## config.mk

```make
export PLATFORM = sky130hd
export DESIGN_NAME = roi_row_ctrl
export DESIGN_NICKNAME = d
export VERILOG_FILES = /design/src/rtl/roi_row_ctrl.sv
export SDC_FILE = /design/constraint.sdc
export NUM_CORES = 1
export LEC_CHECK = 0
export ABC_AREA = 1
export BUFFER_PORTS_ARGS = -buffer_cell sky130_fd_sc_hd__buf_2
export CORE_UTILIZATION = 35
export CTS_BUF_LIST = sky130_fd_sc_hd__clkbuf_2
export DETAILED_ROUTE_END_ITERATION = 10
export HOLD_SLACK_MARGIN = 0.05
export MAX_ROUTING_LAYER = met4
export PLACE_DENSITY = 0.61
export SLEW_MARGIN = 30
export SYNTH_ARGS = -nofsm -noshare
export SYNTH_HDL_FRONTEND = slang
export SYNTH_SLANG_ARGS = --single-unit
```

## constraint.sdc

```tcl
create_clock -name iCLK -period 3.4 [get_ports iCLK]
set_input_delay 1.02 -clock iCLK [delete_from_list [all_inputs] [get_ports iCLK]]
set_output_delay 1.02 -clock iCLK [all_outputs]
set_load 0.01 [all_outputs]
```

## src/rtl/roi_row_ctrl.sv

```systemverilog
// Row-wise ROI detector: once armed, scans one frame, counts dark pixels per row and
// reports the first and last rows whose dark count reaches ROW_MIN.
module roi_row_ctrl #(
   parameter int H_ACTIVE   = 640,
   parameter int V_ACTIVE   = 480,
   parameter int PIX_W      = 8,
   parameter int PIX_THRESH = 128,
   parameter int ROW_MIN    = 4,
   localparam int RW        = $clog2(V_ACTIVE)
) (
   input  logic             iCLK,
   input  logic             iRST,
   input  logic             iStart,
   input  logic             iFrame_start,
   input  logic [PIX_W-1:0] iPixel,
   input  logic             iPix_val,
   input  logic             iAck,
   output logic             oBusy,
   output logic             oDone,
   output logic             oFound,
   output logic [RW-1:0]    oTop,
   output logic [RW-1:0]    oBottom
);

   localparam int CW = $clog2(H_ACTIVE);
   localparam int DW = $clog2(H_ACTIVE + 1);

   localparam logic [CW-1:0]    COL_LAST = CW'(H_ACTIVE - 1);
   localparam logic [RW-1:0]    ROW_LAST = RW'(V_ACTIVE - 1);
   localparam logic [PIX_W-1:0] THRESH   = PIX_W'(PIX_THRESH);
   localparam logic [DW:0]      MIN_CNT  = (DW+1)'(ROW_MIN);

   typedef enum logic [1:0] {IDLE, ARM, SCAN, DONE} state_t;

   state_t        state;
   logic [CW-1:0] col;
   logic [RW-1:0] row;
   logic [DW-1:0] dark_cnt;
   logic          found;
   logic [RW-1:0] top;
   logic [RW-1:0] bottom;

   logic          dark;
   logic [DW:0]   total;

   always_comb begin
      dark  = 1'b0;
      total = '0;
      dark  = (iPixel < THRESH);
      total = {1'b0, dark_cnt} + (DW+1)'(dark);
   end

   always_ff @(posedge iCLK or posedge iRST) begin
      if (iRST) begin
         state    <= IDLE;
         col      <= '0;
         row      <= '0;
         dark_cnt <= '0;
         found    <= 1'b0;
         top      <= '0;
         bottom   <= '0;
         oBusy    <= 1'b0;
         oDone    <= 1'b0;
         oFound   <= 1'b0;
         oTop     <= '0;
         oBottom  <= '0;
      end else begin
         case (state)
            IDLE: begin
               if (iStart) begin
                  state <= ARM;
                  oBusy <= 1'b1;
               end
            end
            ARM, SCAN: begin
               // A frame start (also mid-scan) restarts the frame; any pixel beside it is dropped.
               if (iFrame_start) begin
                  state    <= SCAN;
                  col      <= '0;
                  row      <= '0;
                  dark_cnt <= '0;
                  found    <= 1'b0;
                  top      <= '0;
                  bottom   <= '0;
               end else if (state == SCAN && iPix_val) begin
                  if (col != COL_LAST) begin
                     col      <= col + 1'b1;
                     dark_cnt <= total[DW-1:0];
                  end else begin
                     if (total >= MIN_CNT) begin
                        if (!found) top <= row;
                        bottom <= row;
                        found  <= 1'b1;
                     end
                     col      <= '0;
                     dark_cnt <= '0;
                     if (row == ROW_LAST) begin
                        state <= DONE;
                        oBusy <= 1'b0;
                     end else begin
                        row <= row + 1'b1;
                     end
                  end
               end
            end
            DONE: begin
               // The result is published one edge after the final pixel; ack only counts once visible.
               if (!oDone) begin
                  oDone   <= 1'b1;
                  oFound  <= found;
                  oTop    <= top;
                  oBottom <= bottom;
               end else if (iAck) begin
                  state <= IDLE;
                  oDone <= 1'b0;
               end
            end
            default: state <= IDLE;
         endcase
      end
   end

endmodule

```

Word level (Yosys, flattened, before mapping)
Index checks and enable logic that the tools add are counted.

Register bits after elaboration: 71. Bits in latches: 0. RAM bits: 0. Bits in read-only memories: 0. Bits of input ports: 14. Output and inout port bits: 21. Memories: 0.

Add/subtract/negate cells: 3. Multiply operators: 0. Divide/modulo/power cells: 0. $lt $le $gt $ge: 2. Equal/unequal tests: 18. Shift-type cells: 0. Multiplexer cells: 39. Bitwise gates (word level): 1. Reduce and logical (&&, ||, !) cells: 13.

Operators by type and width (count): $mux 9 (13); $mux 10 (6); $ne 2x2->1 const B (10); $mux 2 (7); $reduce_and 6->1 (2); $add 10x1->11 (1); $ge 11x3->1 const B (1); $mux 1 (11); $add 10x1->10 const B (1); $ne 10x10->1 const B (1); $add 9x1->9 const B (1); $eq 9x9->1 const B (1); $ne 3x3->1 const B (3); $lt 8x8->1 const B (1); $reduce_and 4->1 (2); $pmux 2 s3 (1); $reduce_bool 2->1 (3); $reduce_and 5->1 (1); $eq 2x2->1 const B (2); $reduce_and 2->1 (2); $eq 2x1->1 const B (1); $logic_not 2->1 (1); $pmux 1 s2 (1); $reduce_or 2->1 (1); 2 further kinds (2).

Logic depth before layout (Yosys ltp)
Depth after elaboration: 7. Mapped depth: 15.

Worst setup path after synthesis
No wires, ideal clock.

Kind: input to register. Start: input iPixel[7]. End: register found. Arrival: 2.327 ns. Data required time: 3.283 ns. Path slack: 0.956 ns. Cell stages on the path: 13. Path buffers: 1. Path through: inv_1 > ha_1 > ha_1 > nand2_1 > nor2_2 > nand3_1 > nand2_1 > nand2_1 > nor2_2 > nand3_2 > buf_2 > nand3_1 > nand2_1.

Cells in the longest elaborated chain, start to end: 5.

RTL lines: from (decl) (RTL line 15) `input logic [PIX_W-1:0] iPixel,`; $lt 8x8->1 (RTL line 49) `dark = (iPixel < THRESH);`; $add 10x1->11 (RTL line 50) `total = {1'b0, dark_cnt} + (DW+1)'(dark);`; $ge 11x3->1 (RTL line 90) `if (total >= MIN_CNT) begin`; $reduce_bool 2->1 (no source line); $reduce_and 4->1 (no source line); to (signal assigned) (RTL line 59) `found <= 1'b0;`; to (signal assigned) (RTL line 82) `found <= 1'b0;`; to (signal assigned) (RTL line 93) `found <= 1'b1;`; to (decl) (RTL line 39) `logic found;`.

No other way between the ends. A chain may end at the register's enable or synchronous reset.

Worst setup path in the final report
Start: input iPixel[7]. End: register top[0].

Cells in the longest elaborated chain, start to end: 5.

RTL lines: $lt 8x8->1 (RTL line 49); $add 10x1->11 (RTL line 50); $ge 11x3->1 (RTL line 90); $reduce_bool 2->1 (no source line); $reduce_and 5->1 (no source line); to (signal assigned) (RTL line 91) `if (!found) top <= row;`; to (decl) (RTL line 40) `logic [RW-1:0] top;`.

No other way between the ends.

==> results.md <==
- Status: completed
- Maximum clock insertion buffer count: 2
- Final Hold Violating Endpoints: 0
- Top-Level Pins: 35
- Vias after detailed routing: 2688
- Dominant cell by count in the synthesized netlist: nand2_1
- Post-Synth XOR/XNOR Area: less than 1%
- Synth async-reset ratio: 100%
- Fill cell count: between 900 and 1000
- Power per standard cell area: 736 nW/um^2
- Leak: roughly 2 nW
- Postcts setup bufs: 0
- Synth Area in Compound Gates: about 6.4%
- Residual DRC: 0
- YS warnings: 0
- Most used cell, CP: nand2_1
- Worst Hold Class: flip-flop to flip-flop
- Max VDD drop: slightly above 300 uV
- Htree depth: 3
- Period minus WS final: approximately 2.3 ns
- Netlist Area Pre-Place: ~3500 sq um
- RSZ-0062 raised after global routing: no
- Placed Cells: 544
- Proportion of netlist area held by the largest area contributor: 51.2%
- Number of CTS-inserted buffers: 9
- Synth Register Bits: 71
- Routability Congestion: roughly 0.86
- Setup crit start kind: primary input
- Final HPWL DP: just under 5 mm
- CTS root buf: clkbuf_2
- Avg WL per Cell: 12.1 um
- Critical Path RT: 3.86 ns
- Worst EP arrival: ~2.8 ns
- Slew headroom: between 40% and 50%
- Post-synthesis sequential area ratio: 51.2%
- Syn Inst Count: just under 400
- Critical path, cell by cell: buf_2 -> inv_1 -> ha_1 -> ha_1 -> nand2_1 -> nor2_2 -> nand3_1 -> nand2_1 -> nand2_1 -> nor2_2 -> nand3_2 -> buf_4 -> nand2_4 -> nand2_1 -> nand2_1
- Core ar.: 9420 sq um
- Initial antenna violation count: 0
- Slowest library cell on the worst path: ha_1
- Slew @ Worst Pin: around 0.82 ns
- Library cells used by synthesis: 32
- Post_cts resized: 0
- Syn Nets: just over 400
- # port buffers: 27
- Final Max Slew Viols: 0
- First-pass GRT wire length: approximately 12 mm
- Sink Count: 71
- DRT iter0 DRCs: between 100 and 150
- Die Y: between 100 and 150 um
- DR pass1 iterations: 4
- CTS clock-pin slew for the worst setup and hold paths: 0.21 ns
- CP max FO: 19
- Post-CTS Hold Buffers: 0
- Crit Path Class: primary input to flip-flop
- Largest net degree at the start of global routing: 44
- Share of cells above drive strength 1: 20.0%
- GRT Util Overall: roughly 15%
- Die Wd: just over 100 um
- Max Cap Viol: 0
- Largest cells by area after synthesis: dfrtp_1, nand2_1, nand3_1
- Die area: slightly above 10000 sq um
- Area Growth Syn to Fin: 12.6%
- Clock latency on the worst-skew pair: approximately 0.52 ns
- Worst Path Buf+Inv: 3
- Nets: roughly 450
- Delay-heaviest family, CP: simple AND/OR/NAND/NOR gates
- Final WL: between 6 and 7 mm
- DR vias/cell: ~4.8
- Main synth FF type: dfrtp_1
- Routed Antenna Nets: 0
- Setup_tns: 0 ns
- CTS tree: yes
- Reg-to-reg slack, setup: 1.32 ns
- Remaining global-route overflow: 0
- Mux share of post-synthesis cell area: approximately 6.5%
- Crit-path max cell delay: around 0.26 ns
- Area occupied by multi-input gates: 1500 sq um
- Vias in the first global route: around 2600
- Endpoints failing setup: 0
- Number of synthesized flops with an enable pin: 0
- Starting Density: a little under two fifths
- Fraction of the cycle the final worst path needs: 68.3%
- # rows: 35
- Peak Freq: 430 MHz
- Cell taking the most area after synthesis: dfrtp_1
- Post-Synth Adder-Cell Area: 2.88%
- CP endpoint kind: flip-flop
- Largest family of logic cells by synthesized area: simple AND/OR/NAND/NOR gates
- Post-synth top cells: nand2_1, dfrtp_1, nand3_1
- Clk_skew: approximately 0.048 ns
- Syn Area/Cell: a little under 9 sq um
- Simple-Gate Fraction of Synth Area: 26.7%
- FF+latch area: about 1800 sq um
- Post-Layout Cell Count: 560
- ANT cells: 0
[through the flow]
| step | cell area, sq um | power, mW | util, % | hold WS [ns] | setup slack, ns |
|---|---|---|---|---|---|
| after global routing | 3910 | 3.11 | 41.5 | 0.519 | 0.919 |
| final | 3910 | 2.87 | 41.5 | 0.502 | 1.08 |
| after global placement | 3760 | 2.29 | 39.9 | 0.456 | 0.574 |
| after detailed placement | 3760 | 2.33 | 39.9 | 0.460 | 0.551 |
| after CTS | 3910 | 2.92 | 41.5 | 0.509 | 1.11 |
| after floorplan | 3470 | 2.03 | - | 0.438 | 0.583 |
[logic make-up after synthesis]
group | after synthesis
AND/OR/NAND/NOR | 206
multiplexers | 20
XOR/XNOR | 3
flip-flops | 71
adder cells (fa/ha/maj) | 8
AO/OA/AOI/OAI | 38
buffers and inverters | 47
[path summary, 6_finish.rpt]
kind                                  start          to  cells after the start
max in group asynchronous              iRST    state[0]                      3
min in group asynchronous              iRST  oBottom[3]                      2
worst max register to register  dark_cnt[0]      top[0]                     13
worst min register to register    bottom[6]   bottom[6]                      2
worst max-delay path              iPixel[7]      top[0]                     15
worst min-delay path              bottom[6]   bottom[6]                      2
[where the power goes]
| part | internal, mW | total [mW] | leakage, nW | switching [mW] |
|---|---|---|---|---|
| Combinational | 0.382 | 0.977 | 0.946 | 0.595 |
| Clock | 0.253 | 0.584 | 0.0871 | 0.331 |
| Sequential | 1.12 | 1.31 | 0.963 | 0.188 |
[layout make-up]
type	count	share of cell area [%]
Clock buffer	9	1.15
Clock inverter	7	2.66
Inverter	38	3.65
Multi-Input combinational cell	275	38.4
Sequential cell	71	45.5
Tap cell	129	4.13
Timing Repair Buffer	31	4.55
[worst reg2reg max path, delay by kind of cell, from the launching register on]
family | cells | cell delay (ns)
adders and majority gates | 2 | 0.42
buffers and inverters | 1 | 0.22
DFF | 1 | 0.42
and+or+nand+nor | 10 | 0.97
[routing by layer]
layer	wire length (um)	global-route usage (%)
met1	3280	19.8
met4	93	5.35
met5	0	-
met2	3150	23.8
met3	249	3.24
[cells in the final DEF, fill, tap and decap left out, drive strengths merged]
cell / instances
or2: 2
a21oi: 9
xor2: 3
a211oi: 1
nor3b: 1
o22ai: 4
mux2: 19
nand2: 105
clkbuf: 9
nand4: 8
nor3: 7
nand3: 45
dfrtp: 71
ha: 8
o21a: 1
nor2: 37
buf: 31
bufinv: 2
inv: 40
o21ai: 23
clkinv: 3
nor4: 1
mux2i: 1
[state kept, by name, summed over array words and instances (netlist names), 2 cells and up]
signal,flops
col,10
oBottom,9
row,9
top,9
oTop,9
state,2
dark_cnt,10
bottom,9
No activity file was read; power rests on OpenSTA's default activity.
